[config.mk]
export PLATFORM = sky130hd
export DESIGN_NAME = mul6_err_eval
export DESIGN_NICKNAME = d
export VERILOG_FILES = /design/src/rtl/mul6_err_pkg.sv /design/src/rtl/mul6_err_diff.sv /design/src/rtl/mul6_err_eval.sv
export SDC_FILE = /design/constraint.sdc
export NUM_CORES = 1
export LEC_CHECK = 0
export CORE_MARGIN = 10
export CORE_UTILIZATION = 34
export CTS_CLUSTER_SIZE = 30
export DETAILED_ROUTE_END_ITERATION = 10
export PLACE_DENSITY = 0.57
export SYNTH_ARGS = -nofsm -noshare
export SYNTH_HDL_FRONTEND = slang
export SYNTH_HIERARCHICAL = 1
export SYNTH_SLANG_ARGS = --single-unit
[constraint.sdc]
create_clock -name clk -period 3.41 [get_ports clk]
set_input_delay 0.5115 -clock clk [delete_from_list [all_inputs] [get_ports clk]]
set_output_delay 0.5115 -clock clk [all_outputs]
set_load 0.01 [all_outputs]
[src/rtl/mul6_err_pkg.sv]
// Shared widths, FSM state type and stage-1 record for the 6x6 approximate-multiplier error evaluator.
// MUL6_ERR_EVAL_MAXLOC_EN widens the stage-1 record to carry the operands.
package mul6_err_pkg;

   localparam int OP_W      = 6;
   localparam int PROD_W    = 12;
   localparam int ERR_W     = 13;
   localparam int CNT_W     = 13;
   localparam int SUM_ABS_W = 24;
   localparam int SUM_ERR_W = 25;

   typedef enum logic [1:0] {
      IDLE  = 2'd0,
      RUN   = 2'd1,
      DRAIN = 2'd2,
      DONE  = 2'd3
   } state_e;

`ifdef MUL6_ERR_EVAL_MAXLOC_EN
   typedef struct packed {
      logic                    valid;
      logic signed [ERR_W-1:0] err;
      logic [PROD_W-1:0]       abs_err;
      logic [OP_W-1:0]         op_a;
      logic [OP_W-1:0]         op_b;
   } s1_t;
`else
   typedef struct packed {
      logic                    valid;
      logic signed [ERR_W-1:0] err;
      logic [PROD_W-1:0]       abs_err;
   } s1_t;
`endif

endpackage

[src/rtl/mul6_err_diff.sv]
// Stage-1 arithmetic: exact 6x6 product, signed error of the approximate product, and its magnitude.
module mul6_err_diff
   import mul6_err_pkg::*;
(
   input  logic [OP_W-1:0]          op_a_i,
   input  logic [OP_W-1:0]          op_b_i,
   input  logic [PROD_W-1:0]        approx_p_i,
   output logic signed [ERR_W-1:0]  err_o,
   output logic [PROD_W-1:0]        abs_err_o
);

   logic [PROD_W-1:0] exact;

   assign exact = PROD_W'(op_a_i) * PROD_W'(op_b_i);

   // Both products zero-extended by one bit so the difference cannot wrap.
   assign err_o = $signed({1'b0, approx_p_i}) - $signed({1'b0, exact});

   // Worst case magnitudes (4095 and 3969) both fit in the product width.
   assign abs_err_o = err_o[ERR_W-1] ? PROD_W'(-err_o) : err_o[PROD_W-1:0];

endmodule

[src/rtl/mul6_err_eval.sv]
// Run controller and error accumulators for an approximate 6x6 multiplier; two-stage pipeline.
// Define MUL6_ERR_EVAL_MAXLOC_EN to add max_a/max_b, the operands that set max_abs_err.
module mul6_err_eval
   import mul6_err_pkg::*;
#(
   parameter int unsigned NUM_SAMPLES = 4096
) (
   input  logic                  clk,
   input  logic                  rst_n,
   input  logic                  start,
   input  logic                  in_valid,
   output logic                  in_ready,
   input  logic [OP_W-1:0]       op_a,
   input  logic [OP_W-1:0]       op_b,
   input  logic [PROD_W-1:0]     approx_p,
   output logic                  busy,
   output logic                  done,
   output logic [CNT_W-1:0]      err_count,
   output logic [SUM_ABS_W-1:0]  sum_abs_err,
   output logic [SUM_ERR_W-1:0]  sum_err,
   output logic [PROD_W-1:0]     max_abs_err
`ifdef MUL6_ERR_EVAL_MAXLOC_EN
   ,
   output logic [OP_W-1:0]       max_a,
   output logic [OP_W-1:0]       max_b
`endif
);

   localparam logic [CNT_W-1:0] LAST_IDX = CNT_W'(NUM_SAMPLES - 1);

   state_e                  state_q, state_d;
   logic [CNT_W-1:0]        cnt_q, cnt_d;
   logic                    drain_q, drain_d;
   s1_t                     s1_q, s1_d;
   logic [CNT_W-1:0]        err_count_q, err_count_d;
   logic [SUM_ABS_W-1:0]    sum_abs_q, sum_abs_d;
   logic [SUM_ERR_W-1:0]    sum_err_q, sum_err_d;
   logic [PROD_W-1:0]       max_abs_q, max_abs_d;
`ifdef MUL6_ERR_EVAL_MAXLOC_EN
   logic [OP_W-1:0]         max_a_q, max_a_d;
   logic [OP_W-1:0]         max_b_q, max_b_d;
`endif

   logic                    accept;
   logic                    clear;
   logic signed [ERR_W-1:0] diff_err;
   logic [PROD_W-1:0]       diff_abs;

   assign in_ready = (state_q == RUN);
   assign busy     = (state_q == RUN) || (state_q == DRAIN);
   assign done     = (state_q == DONE);
   assign accept   = in_valid && in_ready;

   mul6_err_diff u_diff (
      .op_a_i     (op_a),
      .op_b_i     (op_b),
      .approx_p_i (approx_p),
      .err_o      (diff_err),
      .abs_err_o  (diff_abs)
   );

   // NOTE: every always_comb output gets a default first, so no path can infer a latch.
   always_comb begin
      state_d = state_q;
      cnt_d   = cnt_q;
      drain_d = drain_q;
      clear   = 1'b0;
      unique case (state_q)
         IDLE, DONE: begin
            if (start) begin
               state_d = RUN;
               cnt_d   = '0;
               clear   = 1'b1;
            end
         end
         RUN: begin
            if (accept) begin
               cnt_d = cnt_q + CNT_W'(1);
               if (cnt_q == LAST_IDX) begin
                  state_d = DRAIN;
                  drain_d = 1'b0;
               end
            end
         end
         DRAIN: begin
            // Two cycles: stage 1 empties, then the accumulators absorb the last sample.
            drain_d = 1'b1;
            if (drain_q) state_d = DONE;
         end
         default: state_d = IDLE;
      endcase
   end

   always_comb begin
      s1_d         = '0;
      s1_d.valid   = accept;
      s1_d.err     = diff_err;
      s1_d.abs_err = diff_abs;
`ifdef MUL6_ERR_EVAL_MAXLOC_EN
      s1_d.op_a    = op_a;
      s1_d.op_b    = op_b;
`endif
   end

   always_comb begin
      err_count_d = err_count_q;
      sum_abs_d   = sum_abs_q;
      sum_err_d   = sum_err_q;
      max_abs_d   = max_abs_q;
`ifdef MUL6_ERR_EVAL_MAXLOC_EN
      max_a_d     = max_a_q;
      max_b_d     = max_b_q;
`endif
      if (clear) begin
         err_count_d = '0;
         sum_abs_d   = '0;
         sum_err_d   = '0;
         max_abs_d   = '0;
`ifdef MUL6_ERR_EVAL_MAXLOC_EN
         max_a_d     = '0;
         max_b_d     = '0;
`endif
      end else if (s1_q.valid) begin
         if (s1_q.abs_err != '0) err_count_d = err_count_q + CNT_W'(1);
         sum_abs_d = sum_abs_q + SUM_ABS_W'(s1_q.abs_err);
         sum_err_d = sum_err_q + {{(SUM_ERR_W-ERR_W){s1_q.err[ERR_W-1]}}, s1_q.err};
         // Strictly greater: ties keep the first sample that reached the maximum.
         if (s1_q.abs_err > max_abs_q) begin
            max_abs_d = s1_q.abs_err;
`ifdef MUL6_ERR_EVAL_MAXLOC_EN
            max_a_d   = s1_q.op_a;
            max_b_d   = s1_q.op_b;
`endif
         end
      end
   end

   // NOTE: state uses non-blocking assignments so every register samples pre-edge values.
   always_ff @(posedge clk or negedge rst_n) begin
      if (!rst_n) begin
         state_q     <= IDLE;
         cnt_q       <= '0;
         drain_q     <= 1'b0;
         s1_q        <= '0;
         err_count_q <= '0;
         sum_abs_q   <= '0;
         sum_err_q   <= '0;
         max_abs_q   <= '0;
`ifdef MUL6_ERR_EVAL_MAXLOC_EN
         max_a_q     <= '0;
         max_b_q     <= '0;
`endif
      end else begin
         state_q     <= state_d;
         cnt_q       <= cnt_d;
         drain_q     <= drain_d;
         s1_q        <= s1_d;
         err_count_q <= err_count_d;
         sum_abs_q   <= sum_abs_d;
         sum_err_q   <= sum_err_d;
         max_abs_q   <= max_abs_d;
`ifdef MUL6_ERR_EVAL_MAXLOC_EN
         max_a_q     <= max_a_d;
         max_b_q     <= max_b_d;
`endif
      end
   end

   assign err_count   = err_count_q;
   assign sum_abs_err = sum_abs_q;
   assign sum_err     = sum_err_q;
   assign max_abs_err = max_abs_q;
`ifdef MUL6_ERR_EVAL_MAXLOC_EN
   assign max_a       = max_a_q;
   assign max_b       = max_b_q;
`endif

endmodule

# Word level (Yosys, flattened, before mapping)
# Index checks and enable logic that the tools add are counted.
# W data, S select, Z words.
# classes
addsub	6
mul	1
div_mod_pow	0
n_lt_le_gt_ge	1
n_eq_ne	8
shifts	0
n_mux	24
bitwise_logic	0
reduce_logical	15
# op_table
op	n
$mux W13	5
$mux W25	2
$mux W12	4
$mux W24	2
$add A13 B1 Y13 const B	2
$pmux W13 S2	1
$add A25 B25 Y25	1
$add A24 B12 Y24	1
$eq A13 B12 Y1 const B	1
$sub A12 B12 Y13	1
$gt A12 B12 Y1	1
$mul A6 B6 Y12	1
$neg A12 Y12	1
$reduce_bool A12 Y1	1
$reduce_bool A2 Y1	5
$mux W2	4
$pmux W2 S3	1
$reduce_and A3 Y1	2
$eq A2 B2 Y1 const B	2
$mux W1	4
$ne A2 B1 Y1 const B	2
$ne A2 B2 Y1 const B	2
$reduce_and A2 Y1	2
$reduce_and A4 Y1	1
other kinds (6)	6
# totals
reg_bits	116
latchBits	0
ramBits	0
rom_bits	0
inputBits	28
out_inout_bits	77
wordCells	65
memories	0

# Longest topological paths before layout
# logic_depth
word_depth	5
depth_mapped	18
depth_no_buf	16

# Modules after synthesis
# The synthesis kept the hierarchy.
# modules_own_cells
module	n_inst	cells_each	area_per_inst_um2
mul6_err_eval	1	691	6777.8
mul6_err_diff	1	257	2013.2

# Least setup slack after synthesis
# Ideal clock, no wire load.
# synth_path
kind	input -> register
start	in op_a[1]
end	reg s1_q[11] in the netlist's numbering
setup_ns	0.122
arrival_ns	4.611
t_required_ns	3.288
setup_slack_ns	-1.324
path_stages	15
path_cell_list	nand2_1 > fa_1 > fa_1 > fa_1 > inv_1 > fa_1 > inv_1 > ha_1 > clkbuf_1 > or3b_2 > mux2_2 > o211ai_1 > a22oi_1 > o41a_1 > xor2_1
# synth_between
elab_chain_len	4
# synth_rtl
item	line_no	rtl
start, declared	mul6_err_eval.sv:13	input logic [OP_W-1:0] op_a,
$mul A6 B6 Y12 (*)	mul6_err_diff.sv:14	assign exact = PROD_W'(op_a_i) * PROD_W'(op_b_i);
$sub A12 B12 Y13 (*)	mul6_err_diff.sv:17	assign err_o = $signed({1'b0, approx_p_i}) - $signed({1'b0, exact});
$neg A12 Y12	mul6_err_diff.sv:20	assign abs_err_o = err_o[ERR_W-1] ? PROD_W'(-err_o) : err_o[PROD_W-1:0];
$mux W12 (*)	mul6_err_diff.sv:20	
named net diff_abs[11]	mul6_err_eval.sv:47	logic [PROD_W-1:0] diff_abs;
end signal, assigned	mul6_err_eval.sv:144	s1_q <= '0;
end signal, assigned	mul6_err_eval.sv:157	s1_q <= s1_d;
end, declared	mul6_err_eval.sv:34	s1_t s1_q, s1_d;
# The timed path passes the listed nets; every way through them passes the cells marked *.
# A chain may end at the register's enable or synchronous reset.

# Final worst setup path
# layout_path
start	in op_a[5]
end	reg s1_q[11] in the netlist's numbering
# layout_between
elab_chain_len	4
# layout_rtl
item	line_no	rtl
$mul A6 B6 Y12 (*)	mul6_err_diff.sv:14	
$sub A12 B12 Y13 (*)	mul6_err_diff.sv:17	
named net diff_err[11]	mul6_err_eval.sv:46	logic signed [ERR_W-1:0] diff_err;
$neg A12 Y12	mul6_err_diff.sv:20	
$mux W12 (*)	mul6_err_diff.sv:20	
named net diff_abs[11]	mul6_err_eval.sv:47	
# Marks and branches as above.

==> qor.yml <==
p_leak_nw: 5.49
hp-class: "primary input to async pin"
yosys_warnings: 6
die_w_um: 181
criticalPathCategory: "primary input to flop"
vias_per_cell: 4.93
synth_top_area_frac: 0.330
synth_edf_count: 0
ff_latch_area_um2: 2900
netlist-cell-type-count: 85
setup_viol: 18
first_iter_violations: 343
slowest_delay_ns: 0.57
end_kind: "flop"
firstDrtPassIters: 6
finalWorstSetupSlack_ns: -0.794
gr-usage-met1: 0.170
vdd_drop_max_mv: 0.598
max_freq_mhz: 238
maxSlewHeadroom: 0.441
grtUsageTotal: 0.136
stdcell_count: 1490
routabilityCongestion: 0.841
io_pins: 105
core.rowCount: 58
maxCapViolations: 0
cp.arrival_ns: 4.50
avgSynthCellArea_um2: 9.27
grt_overflow: 0
die-area_um2: 32700
cts_sinks: 116
detail_route.wl_per_cell_um: 14.9
power.density_nw_per_um2: 937
rsz0062_at_grt: "true"
status: "complete, but fails checks"
finalWirelength_um: 22300
antenna_found_initial: 0
die_y_um: 181
holdWs_ns: 0.195
vias: 7340
fin_crit_sh: 1.23
synth_common_cells: "dfrtp_1 (116), nor2_1 (96), ha_1 (85)"
h-tree-depth: 4
tns_ns: -10.01
grt_pass1_wl_um: 37500
synth_nets: 1088
syn2layout_area_growth_pct: 36.6
ys.flop_type: "dfrtp_1"
yosys-top-cells-area: "dfrtp_1 (33%), ha_1 (12%), fa_1 (6.1%)"
r2r_start: "sum_err[0]"
clk_latency_ns: 0.42
tightest_slew_ns: 0.839
diodes: 0
port_buffers: 104
grt_pass1_vias: 7533
post-route-min-period_ns: 4.20
drcViolationCount: 0
rrSetupSlack_ns: 0.69
r2r_end: "sum_err[12]"
synth.cell_area_um2: 8790
dp_hpwl_um: 17100
numCtsBuffers: 17
drive_gt1_frac: 0.216
grt_max_degree: 65
cp-start-kind: "primary input"
busiest_layer: "met2"
crit_chain: "buf_8 > nand2_4 > fa_1 > fa_1 > fa_1 > inv_2 > fa_1 > inv_2 > ha_4 > nand2_2 > nand2b_4 > a2111oi_4 > a21oi_4 > buf_4 > a311o_1 > a21o_1 > xor2_1"
seq_area_frac_synth: 0.330
start_util: 0.347
fin_skew_ns: 0.00957
violations: "setup timing"
yosysMostFrequentCell: "dfrtp_1"
cts_tree: "built"
multi_input_area_um2: 5920
core_area_um2: 25300
num-fill-cells: 2371
finalHoldViolCount: 0
ant_nets: 0
r2r_cells: 10
slowest_stage: "fa_1"
crit_required_ns: 3.71
cp_max_fo: 5
grt_use_met2: 0.231
yosysTopAreaCell: "dfrtp_1"
nets: 1287
ys_ff_latch: 116
cts_buffer_depth: 2
cts_root_buffer: "clkbuf_16"
syn-instance-count: 948
dp.cells: 1447
cp_common_cell: "fa_1"
drv_slew: 0
grtUsageMet3: 0.0244
synthArstFlopShare: 1.00
clkTransAtPathRegs_ns: 0.05
## critical path, delay by kind of cell
family                     cells  cell delay, ns
AOI/OAI and AO/OA              4            0.98
xor gates and xnor gates       1            0.16
adders and majority gates      5            2.30
buffers and inverters          4            0.33
and+or+nand+nor                3            0.21
## placed cells by master (no fill, tap or decap), types with 4 or more instances in the layout
| cell | Yosys | layout |
|---|---|---|
| o21a_1 | 8 | 7 |
| a21o_1 | 15 | 15 |
| mux2i_1 | 27 | 27 |
| nand3_1 | 29 | 26 |
| inv_1 | 77 | 70 |
| o21ai_2 | 1 | 7 |
| and2_1 | 26 | 23 |
| inv_2 | 1 | 8 |
| dfrtp_1 | 116 | 115 |
| a21oi_1 | 53 | 52 |
| xor2_1 | 36 | 35 |
| nand2_1 | 78 | 61 |
| clkdlybuf4s50_1 | 0 | 91 |
| and3_1 | 6 | 5 |
| buf_8 | 0 | 4 |
| o21ai_1 | 9 | 7 |
| o211ai_1 | 7 | 7 |
| buf_6 | 2 | 21 |
| ha_1 | 85 | 79 |
| xnor2_1 | 35 | 30 |
| o21bai_1 | 7 | 7 |
| nor2_1 | 96 | 94 |
| nor2b_1 | 6 | 6 |
| clkinvlp_4 | 0 | 7 |
| xnor2_2 | 0 | 4 |
| ha_4 | 0 | 6 |
| clkbuf_16 | 0 | 17 |
| nand2b_1 | 7 | 6 |
| nand4_1 | 11 | 11 |
| nor3_1 | 11 | 9 |
| nand2_2 | 0 | 8 |
| fa_1 | 27 | 24 |
| o21ai_0 | 52 | 46 |
| nand2_4 | 0 | 8 |
| buf_4 | 4 | 87 |
| a31oi_1 | 5 | 4 |
| or3_1 | 14 | 14 |
| a211oi_1 | 9 | 8 |
## per-stage QoR
stage / utilization / power (mW) / worst slack [ns] / area, µm²
3_3_place_gp: 0.430 / 8.68 / -1.81 / 10900
2_1_floorplan: - / 6.59 / -1.13 / 8940
5_1_grt: 0.474 / 12.2 / -0.965 / 12000
4_1_cts: 0.463 / 10.9 / -0.811 / 11700
6_report: 0.474 / 11.2 / -0.794 / 12000
3_5_place_dp: 0.430 / 8.75 / -1.87 / 10900
## how the worst max path moves through the flow
stage	cells past startpoint	end	slack, ns	startpoint
2_1_floorplan	16	s1_q[11]	-1.13	op_b[3]
3_3_place_gp	16	s1_q[11]	-1.81	op_a[2]
3_5_place_dp	16	s1_q[11]	-1.87	op_a[2]
4_1_cts	16	s1_q[11]	-0.81	op_b[3]
5_1_grt	17	s1_q[11]	-0.97	op_a[0]
6_report	17	s1_q[11]	-0.79	op_a[5]
## where the power goes
group / internal (mW) / switching, mW / total, mW / leakage (nW)
logic: 3.54 / 3.72 / 7.26 / 3.71
registers: 1.80 / 0.414 / 2.21 / 1.51
clock network: 1.10 / 0.677 / 1.78 / 0.269
total: 6.44 / 4.81 / 11.2 / 5.49
## repair_timing
action                     in CTS  in global routing
hold buffers                    0                  0
pin swaps                      55                 24
cloned                          0                  0
setup buffers                   8                  5
gates resized for setup       108                 57
setup endpoints to repair      20                 19
## state kept, by name, indices dropped and copies added, names as in the netlist
name and cells:
cnt_q 13, drain_q 1, err_count 13, max_abs_err 12
s1_q 26, state_q 2, sum_abs_err 24, sum_err 25
## layout make-up
type	count	area share
clock inverter	14	0.0129
inverter	78	0.0244
clock buffer	18	0.0366
timing repair buffer	204	0.157
tap	330	0.0344
multi-input combinational	730	0.493
sequential	116	0.242
## kinds of logic (layout without fill, tap and decap cells)
family                     after synthesis  in the layout  synth area share
xor gates and xnor gates                71             71            0.0707
and+or+nand+nor                        306            306             0.167
DFF                                    116            116             0.330
adders and majority gates              112            112             0.182
AOI/OAI and AO/OA                      213            213             0.167
buffers and inverters                  102            314            0.0505
muxes                                   28             28            0.0320
## layer usage
layer | vias up | wire [µm]
met4 | 0 | 366
met3 | 26 | 890
met5 | - | 0
met1 | 3495 | 10100
li1 | 3694 | -
met2 | 125 | 10900
(Power assumes the default switching activity.)
